[src/rtl/tpu_arb_pkg.sv]
// tpu_arb_pkg: shared definitions for the TPU bus arbiter.
//   - arb_state_e : arbiter FSM states (ARB, C_LOCK, MUL_WAIT)
//   - address map constants for the A/B/C buffers, the multiply trigger
//     and the idle bus address
//   - err_code_e  : protocol error classes raised by the optional checker
package tpu_arb_pkg;

  typedef enum logic [1:0] {
    ARB      = 2'd0,
    C_LOCK   = 2'd1,
    MUL_WAIT = 2'd2
  } arb_state_e;

  typedef enum logic [1:0] {
    ERR_NONE    = 2'd0,
    ERR_CSPLIT  = 2'd1,
    ERR_VDROP   = 2'd2,
    ERR_CORPHAN = 2'd3
  } err_code_e;

  localparam logic [15:0] A_BASE    = 16'h0100;
  localparam logic [15:0] A_LIMIT   = 16'h013F;
  localparam logic [15:0] B_BASE    = 16'h0200;
  localparam logic [15:0] B_LIMIT   = 16'h023F;
  localparam logic [15:0] C_BASE    = 16'h0300;
  localparam logic [15:0] C_LIMIT   = 16'h037F;
  localparam logic [15:0] MUL_ADDR  = 16'h0400;
  localparam logic [15:0] IDLE_ADDR = 16'h0000;

endpackage

[src/rtl/tpu_bus_arbiter_rr_pick.sv]
// rr_pick: combinational round-robin selector.
//   req   [N-1:0]  : request vector
//   ptr   [IW-1:0] : highest-priority index this cycle
//   grant [N-1:0]  : one-hot winner (all zero when no request)
//   idx   [IW-1:0] : binary index of the winner (0 when no request)
module rr_pick #(
  parameter  int unsigned N  = 2,
  localparam int unsigned IW = (N > 1) ? $clog2(N) : 1
) (
  input  logic [N-1:0]  req,
  input  logic [IW-1:0] ptr,
  output logic [N-1:0]  grant,
  output logic [IW-1:0] idx
);

  logic [N-1:0] upper;
  logic [N-1:0] pool;

  // Requests at or above ptr win first; if none, wrap to the lowest request.
  always_comb begin
    upper = req & ({N{1'b1}} << ptr);
    pool  = (|upper) ? upper : req;
    grant = '0;
    idx   = '0;
    for (int unsigned i = 0; i < N; i++) begin
      if (pool[i] && (grant == '0)) begin
        grant[i] = 1'b1;
        idx      = IW'(i);
      end
    end
  end

endmodule

[src/rtl/tpu_bus_arbiter.sv]
// tpu_bus_arbiter: round-robin arbiter of NREQ host requesters onto the TPU
// memory-mapped bus, keeping two-beat C writes atomic and blocking the bus
// for the systolic multiply latency (3*DIM-2 cycles) after a MUL trigger.
//   clk, rst          : clock, synchronous active-high reset
//   req_valid/ready   : per-requester beat handshake (ready = issued now)
//   req_rw/addr/wdata : per-requester beat contents
//   rsp_valid/rdata   : read response, one cycle after the read issues
//   tpu_r_w/addr/dataIn, tpu_dataOut : TPU bus
//   mul_busy          : multiply in flight
//   err               : sticky protocol error
// Optional feature: define TPU_ARB_CHECK_EN to build the protocol checker;
// otherwise err is tied low.
module tpu_bus_arbiter
  import tpu_arb_pkg::*;
#(
  parameter int unsigned NREQ  = 2,
  parameter int unsigned ADDRW = 16,
  parameter int unsigned DATAW = 64,
  parameter int unsigned DIM   = 8
) (
  input  logic                        clk,
  input  logic                        rst,
  input  logic [NREQ-1:0]             req_valid,
  output logic [NREQ-1:0]             req_ready,
  input  logic [NREQ-1:0]             req_rw,
  input  logic [NREQ-1:0][ADDRW-1:0]  req_addr,
  input  logic [NREQ-1:0][DATAW-1:0]  req_wdata,
  output logic [NREQ-1:0]             rsp_valid,
  output logic [DATAW-1:0]            rsp_rdata,
  output logic                        tpu_r_w,
  output logic [ADDRW-1:0]            tpu_addr,
  output logic [DATAW-1:0]            tpu_dataIn,
  input  logic [DATAW-1:0]            tpu_dataOut,
  output logic                        mul_busy,
  output logic                        err
);

  localparam int unsigned IW = (NREQ > 1) ? $clog2(NREQ) : 1;
  localparam int unsigned CW = ($clog2(3 * DIM - 2) < 1) ? 1 : $clog2(3 * DIM - 2);
  localparam logic [CW-1:0] CNT_LAST = CW'(3 * DIM - 3);

  function automatic logic is_c_addr(input logic [ADDRW-1:0] a);
    return (a >= ADDRW'(C_BASE)) && (a <= ADDRW'(C_LIMIT));
  endfunction

  arb_state_e       state_q;
  logic [IW-1:0]    ptr_q;
  logic [IW-1:0]    lock_id_q;
  logic [CW-1:0]    cnt_q;
  logic [NREQ-1:0]  rsp_valid_q;
  logic [DATAW-1:0] rsp_rdata_q;

  logic [NREQ-1:0]  pick_grant;
  logic [IW-1:0]    pick_idx;
  logic             hi_ok;
  logic             issue;
  logic [IW-1:0]    sel;

  rr_pick #(.N(NREQ)) u_pick (
    .req   (req_valid),
    .ptr   (ptr_q),
    .grant (pick_grant),
    .idx   (pick_idx)
  );

  // Grant decode. Only the locked requester's C high beat may issue in C_LOCK.
  always_comb begin
    hi_ok = req_valid[lock_id_q] && req_rw[lock_id_q] &&
            is_c_addr(req_addr[lock_id_q]) && req_addr[lock_id_q][3];
    issue     = 1'b0;
    sel       = pick_idx;
    req_ready = '0;
    if (!rst) begin
      unique case (state_q)
        ARB: begin
          if (|pick_grant) begin
            issue     = 1'b1;
            sel       = pick_idx;
            req_ready = pick_grant;
          end
        end
        C_LOCK: begin
          if (hi_ok) begin
            issue              = 1'b1;
            sel                = lock_id_q;
            req_ready[lock_id_q] = 1'b1;
          end
        end
        default: ;
      endcase
    end
  end

  assign tpu_r_w    = issue & req_rw[sel];
  assign tpu_addr   = issue ? req_addr[sel]  : ADDRW'(IDLE_ADDR);
  assign tpu_dataIn = issue ? req_wdata[sel] : '0;

  always_ff @(posedge clk) begin
    if (rst) begin
      state_q     <= ARB;
      ptr_q       <= '0;
      lock_id_q   <= '0;
      cnt_q       <= '0;
      rsp_valid_q <= '0;
      rsp_rdata_q <= '0;
    end else begin
      rsp_valid_q <= '0;
      if (issue && !req_rw[sel]) begin
        rsp_valid_q[sel] <= 1'b1;
        rsp_rdata_q      <= tpu_dataOut;
      end
      unique case (state_q)
        ARB: begin
          if (issue) begin
            ptr_q <= (pick_idx == IW'(NREQ - 1)) ? '0 : pick_idx + IW'(1);
            if (req_rw[pick_idx] && is_c_addr(req_addr[pick_idx]) &&
                !req_addr[pick_idx][3]) begin
              state_q   <= C_LOCK;
              lock_id_q <= pick_idx;
            end else if (req_rw[pick_idx] &&
                         (req_addr[pick_idx] == ADDRW'(MUL_ADDR))) begin
              state_q <= MUL_WAIT;
              cnt_q   <= '0;
            end
          end
        end
        // Either the high beat issued or the slot is abandoned; both end here.
        C_LOCK: state_q <= ARB;
        MUL_WAIT: begin
          if (cnt_q == CNT_LAST) begin
            state_q <= ARB;
            cnt_q   <= '0;
          end else begin
            cnt_q <= cnt_q + CW'(1);
          end
        end
        default: state_q <= ARB;
      endcase
    end
  end

  assign rsp_valid = rsp_valid_q;
  assign rsp_rdata = rsp_rdata_q;
  assign mul_busy  = (state_q == MUL_WAIT);

`ifdef TPU_ARB_CHECK_EN
  err_code_e       err_code;
  logic [NREQ-1:0] vld_q;
  logic [NREQ-1:0] rdy_q;
  logic            err_q;

  // A valid that was pending (valid, not ready) last cycle must not vanish.
  always_comb begin
    err_code = ERR_NONE;
    if ((state_q == C_LOCK) && !hi_ok && !rst) begin
      err_code = ERR_CSPLIT;
    end else if (|(vld_q & ~rdy_q & ~req_valid)) begin
      err_code = ERR_VDROP;
    end else if ((state_q == ARB) && issue && req_rw[sel] &&
                 is_c_addr(req_addr[sel]) && req_addr[sel][3]) begin
      err_code = ERR_CORPHAN;
    end
  end

  always_ff @(posedge clk) begin
    if (rst) begin
      vld_q <= '0;
      rdy_q <= '0;
      err_q <= 1'b0;
    end else begin
      vld_q <= req_valid;
      rdy_q <= req_ready;
      if (err_code != ERR_NONE) begin
        err_q <= 1'b1;
      end
    end
  end

  assign err = err_q;
`else
  assign err = 1'b0;
`endif

endmodule

[config.mk]
export PLATFORM = sky130hd
export DESIGN_NAME = tpu_bus_arbiter
export DESIGN_NICKNAME = d
export VERILOG_FILES = /design/src/rtl/tpu_arb_pkg.sv /design/src/rtl/tpu_bus_arbiter_rr_pick.sv /design/src/rtl/tpu_bus_arbiter.sv
export SDC_FILE = /design/constraint.sdc
export NUM_CORES = 1
export LEC_CHECK = 0
export CAP_MARGIN = 20
export CORE_AREA = 2 2 148 150
export DETAILED_ROUTE_END_ITERATION = 12
export DIE_AREA = 0 0 150 152
export MAX_ROUTING_LAYER = met4
export SYNTH_ARGS = -nofsm -noshare
export SYNTH_HDL_FRONTEND = slang
export SYNTH_SLANG_ARGS = --single-unit
[constraint.sdc]
create_clock -name clk -period 6.4 [get_ports clk]
set_clock_uncertainty 0.05 [all_clocks]
set_input_delay 0.96 -clock clk [delete_from_list [all_inputs] [get_ports clk]]
set_output_delay 0.96 -clock clk [all_outputs]
set_load 0.01 [all_outputs]
[Yosys cells after proc, flatten, opt, wreduce, memory -nomap -nowiden]
Cells that the tools add are included.
Word-level totals
  register bits: 75
  bits of input ports: 230
  output and inout bits: 151
Operators by class
  $lt $le $gt $ge: 9
  bitwise operators: 4
  muxes and demuxes: 47
  shift-type cells: 1
  reduce and logical (&&, ||, !) cells: 23
  add/sub/neg operators: 2
  equality and inequality tests: 9
Operators with widths (count)
  $mux W64: 3
  $mux W16: 7
  $ge A16 B10 Y1 const B: 2
  $le A16 B10 Y1 const B: 2
  $mux W5: 4
  $mux W1: 19
  $eq A16 B11 Y1 const B: 1
  $mux W2: 8
  $logic_and A1 B1 Y1: 12
  $pmux W5 S2: 1
  $pmux W2 S2: 2
  $lt A1 B2 Y1 const B: 3
  $ne A2 B2 Y1 const B: 3
  $reduce_and A3 Y1: 2
  $reduce_or A2 Y1: 3
  $add A5 B1 Y5 const B: 1
  $eq A5 B5 Y1 const B: 1
  $reduce_and A4 Y1: 1
  $ne A3 B3 Y1 const B: 1
  $and A2 B2 Y2: 1
  $demux W1 S1: 2
  $eq A2 B1 Y1 const B: 1
  $eq A2 B2 Y1 const B: 1
  $ge A1 B1 Y1 const B: 2
  10 further kinds: 12

[Depth between registers and ports, before layout]
  depth after elaboration: 17
  gate-level depth with buffers: 9
  gate-level depth less buffers: 7

[By module]
A second synthesis with hierarchy kept.
Second synthesis, totals
  cells, all modules: 656
  area total of the unflattened synthesis: 4280.4 um^2
Modules (own cells, without submodules)
  tpu_bus_arbiter: instances 1, cells an instance 652, sequential area each 1501.4 um^2, area an instance 4254.1 um^2
  rr_pick: instances 1, cells an instance 4, sequential area each 0.0 um^2, area an instance 26.3 um^2

[Worst setup path after synthesis]
Ideal clock, no wire load.
  kind: input -> output
  start: input port req_addr[14] in the netlist's numbering
  end: output port tpu_addr[0]
  slack: 2580 ps
  data required time: 5390 ps
  path buffers: 2
  stages on the path: 7
  arrival time: 2810 ps
  path through: or4_4 > nor4_4 > o211ai_2 > mux2i_1 > buf_6 > buf_12 > mux2i_1
Between the ends
  word-level cells in the longest chain between the ends: 12
  elaborated cells between the ends (all ways): 16
  those cells by class: order compare (2); mux (11); reduce/logical (3)
Ends and longest elaborated chain
  from (decl): line tpu_bus_arbiter.sv:26  | input logic [NREQ-1:0][ADDRW-1:0] req_addr,
  $mux W16 * (2 in a row)
  $ge A16 B10 Y1 / $le A16 B10 Y1 (equally long branches): line tpu_bus_arbiter.sv:43  | return (a >= ADDRW'(C_BASE)) && (a <= ADDRW'(C_LIMIT));
  $logic_and A1 B1 Y1 *: line tpu_bus_arbiter.sv:43
  $logic_and A1 B1 Y1 *: line tpu_bus_arbiter.sv:68  | hi_ok = req_valid[lock_id_q] && req_rw[lock_id_q] &&
  $logic_and A1 B1 Y1 *: line tpu_bus_arbiter.sv:69  | is_c_addr(req_addr[lock_id_q]) && req_addr[lock_id_q][3];
  $mux W1: line tpu_bus_arbiter.sv:83  | if (hi_ok) begin
  $mux W1
  $mux W1: line tpu_bus_arbiter.sv:73  | if (!rst) begin
  $mux W16 (not written as such) (2 in a row): line tpu_bus_arbiter.sv:95  | assign tpu_addr = issue ? req_addr[sel] : ADDRW'(IDLE_ADDR);
  $mux W16 *: line tpu_bus_arbiter.sv:95
  to (decl): line tpu_bus_arbiter.sv:31  | output logic [ADDRW-1:0] tpu_addr,
Mark *: on every way between the ends. The rest lies on a longest branch, timed or not. The select of a mux whose other input is x is not followed.

[Worst setup path in the final report]
  start: input port req_rw[0]
  end: output port tpu_dataIn[25]
Between the ends
  word-level cells in the longest chain between the ends: 11
  elaborated cells between the ends (all ways): 14
  those cells by class: mux (11); reduce/logical (3)
Ends and longest elaborated chain
  from (decl): line tpu_bus_arbiter.sv:25  | input logic [NREQ-1:0] req_rw,
  $mux W1 (not written as such) * (2 in a row): line tpu_bus_arbiter.sv:68
  $logic_and A1 B1 Y1 * (2 in a row): line tpu_bus_arbiter.sv:68
  $logic_and A1 B1 Y1 *: line tpu_bus_arbiter.sv:69
  $mux W1: line tpu_bus_arbiter.sv:83
  $mux W1
  $mux W1: line tpu_bus_arbiter.sv:73
  $mux W64 (not written as such) (2 in a row): line tpu_bus_arbiter.sv:96  | assign tpu_dataIn = issue ? req_wdata[sel] : '0;
  $mux W64 *: line tpu_bus_arbiter.sv:96
  to (decl): line tpu_bus_arbiter.sv:32  | output logic [DATAW-1:0] tpu_dataIn,
Marks and branches as above.

==> impl_metrics.tcl <==
set metrics [dict create \
    finalMaxSlewViolations 0 \
    netlist_top_cells_area "dfxtp_1 30%, o21ai_0 17%, mux2i_1 16%, nand2_1 9.8%, a21oi_1 7.2%" \
    fp.dieW_um 150 \
    path_cells "clkdlybuf4s50_1 -> or3b_2 -> nor4_4 -> o211ai_2 -> mux2i_4 -> buf_12 -> mux2i_1 -> clkdlybuf4s50_1" \
    final_util_pct 42.73 \
    dieArea_sq_um 22800 \
    fin_crit_sh_pct 83.79 \
    boundaryPins 381 \
    yosysMostFrequentCell "o21ai_0" \
    initial_core_util_pct 23.78 \
    cp.arrival_ns 4.35 \
    drc 0 \
    path_buf_inv 3 \
    cts_tree "built" \
    cp_slowest_cell "clkdlybuf4s50_1" \
    antenna_cells 0 \
    synth_top_area_cell "dfxtp_1" \
    fin_cells 1286 \
    routedWlPerCell_um 16.33 \
    dp_hpwl_um 15880 \
    portBuffers 379 \
    cts_made_buffers 9 \
    worst_pin_slew_ns 1.013 \
    fin_nets 1234 \
    clkLatencyLatePin_ns 0.33 \
    cts_sinks 75 \
    place_ws_ns 1.040 \
    min_period_ns 5.363 \
    setup_tns_ns 0 \
    yosysSeqAreaShare_pct 29.58 \
    synth_top_area_share_pct 29.58 \
    core_region_area_sq_um 21350 \
    htreeDepth 3 \
    drtIter0Drc 392 \
    die_h_um 152 \
    avgSynthCellArea_sq_um 7.498 \
    syn_area_sq_um 5076 \
    synthArstFlopShare_pct 0 \
    synthFlopType "dfxtp_1" \
    cp_common_cell "clkdlybuf4s50_1" \
    cts_setup_buffers 0 \
    rows 54 \
    synth_seq_cells 75 \
    first_pass_iters 6 \
    ys_types 47 \
    fmax_mhz 186.5 \
    leakagePower_nw 3.360 \
    routed_via_density 4.658 \
    setup_ws_ns 1.037 \
    holdBufCountCts 0 \
    cts_root_buf "clkbuf_16" \
    grt_start_max_net_pins 166 \
    synthCells 677 \
    crit_type "primary input to output pin" \
    critical_path_required_ns 5.39 \
    drt.antenna.violating_nets 0 \
    first_global_vias 5580 \
    cellPowerDensity_nw_per_um2 160.3 \
    cts_buffer_depth 2 \
    synthTopCellsByCount "168 x o21ai_0, 133 x nand2_1, 82 x mux2i_1" \
    vias 5990 \
    drive_gt1_share_pct 3.976 \
    cp_top_family "buffers and inverters" \
    hp-class "register to register" \
    drv_cap 0 \
    critPathLaunchType "primary input" \
    cts.clk_slew.worst_paths_ns 0.06 \
    gp_congestion 0.8594 \
    max_slew_margin_pct 32.44 \
    areaGrowthSynthToFinish_pct 79.74 \
    status "finished, final reports clean" \
    slowest_delay_ns 0.59 \
    totalWireLength_um 21000 \
    antenna_found_initial 0 \
    cts_resized 0 \
    hold_violations 0 \
    yosysWarnings 0 \
    grt_pass1_wl_um 31300 \
    crit_path_max_fanout 70 \
    grt-ovfl-total 0 \
    dpl.cell_count 1271 \
    endpoint_kind "output pin" \
    synth_edf_count 0 \
    setup-violations-final 0 \
    grt_usage_pct 17.81 \
    ir_drop_mv 0.1147 \
    rsz0062_at_grt "false" \
    syn-num-nets 909 \
]
[registers in the layout (all words and copies together), names as in the netlist]
name	count
cnt_q	5
lock_id_q	1
ptr_q	1
rsp_rdata	64
rsp_valid	2
state_q	2
[through the flow]
step | hold slack [ns] | cell area [sq um] | power, W
after floorplan | 0.4169 | 5076 | 0.0006952
after global placement | 0.3911 | 8832 | 0.0009772
after detailed placement | 0.3953 | 8832 | 0.0009780
after CTS | 0.4042 | 9124 | 0.001484
after global routing | 0.4230 | 9124 | 0.001534
final | 0.4013 | 9124 | 0.001462
[cells in the final DEF (no fill, tap or decap), drive strengths merged, types with 3 or more instances in the layout]
cell	Yosys	routed
clkdlybuf4s50	0	378
o21ai	169	169
nand2	133	133
mux2i	82	82
dfxtp	75	75
a21oi	73	73
nor2	11	11
nor3	9	9
clkbuf	45	9
buf	26	8
inv	5	6
nand3	4	4
nor4	4	4
clkinv	0	4
nand3b	3	3
or3	3	3
o41ai	3	3
[worst min-delay path, cell delays in order, from the launching register on]
cell and delay, ns:
dfxtp_1 0.31, nand2_1 0.05, a21oi_1 0.05
[final cells by class]
type	instances	area [sq um]
Fill cell	2202	12230
Timing Repair Buffer	386	3879
Inverter	5	18.77
Tap cell	280	350.3
Sequential cell	75	1501
Multi-Input combinational cell	525	3083
Clock inverter	6	66.31
Clock buffer	9	225.2
[routing by layer]
| layer | wire length [um] | up-vias | global-route usage (%) |
|---|---|---|---|
| li1 | - | 3025 | - |
| met1 | 8508 | 2680 | 20.77 |
| met2 | 10220 | 260 | 29.42 |
| met3 | 1826 | 25 | 5.105 |
| met4 | 445 | 0 | 5.615 |
| met5 | 0 | - | - |
[worst paths after layout]
kind,start,end,slack (ns),depth (start not counted)
min,rsp_rdata[49]$_SDFFE_PP0P_,rsp_rdata[49]$_SDFFE_PP0P_,0.40,2
max,req_rw[0],tpu_dataIn[25],1.04,8
max reg2reg,state_q[0]$_SDFFE_PP0P_,rsp_rdata[54]$_SDFFE_PP0P_,3.52,6
min reg2reg,rsp_rdata[49]$_SDFFE_PP0P_,rsp_rdata[49]$_SDFFE_PP0P_,0.40,2
[cell families after synthesis]
kind of cell,synth area share (%)
other,0.07388
adder cells (fa/ha/maj),0.4929
AND/OR/NAND/NOR,16.07
buffers and inverters,10.45
AO/OA/AOI/OAI,26.72
multiplexers,16.61
flip-flops,29.58
[where the power goes]
group          switching (W)  leakage, nW  internal, W
clock network       0.000195        0.146     0.000301
registers          0.0000106        0.610     0.000488
logic               0.000191         2.60     0.000276
total               0.000397         3.36      0.00107
No activity file was read; power rests on OpenSTA's default activity.
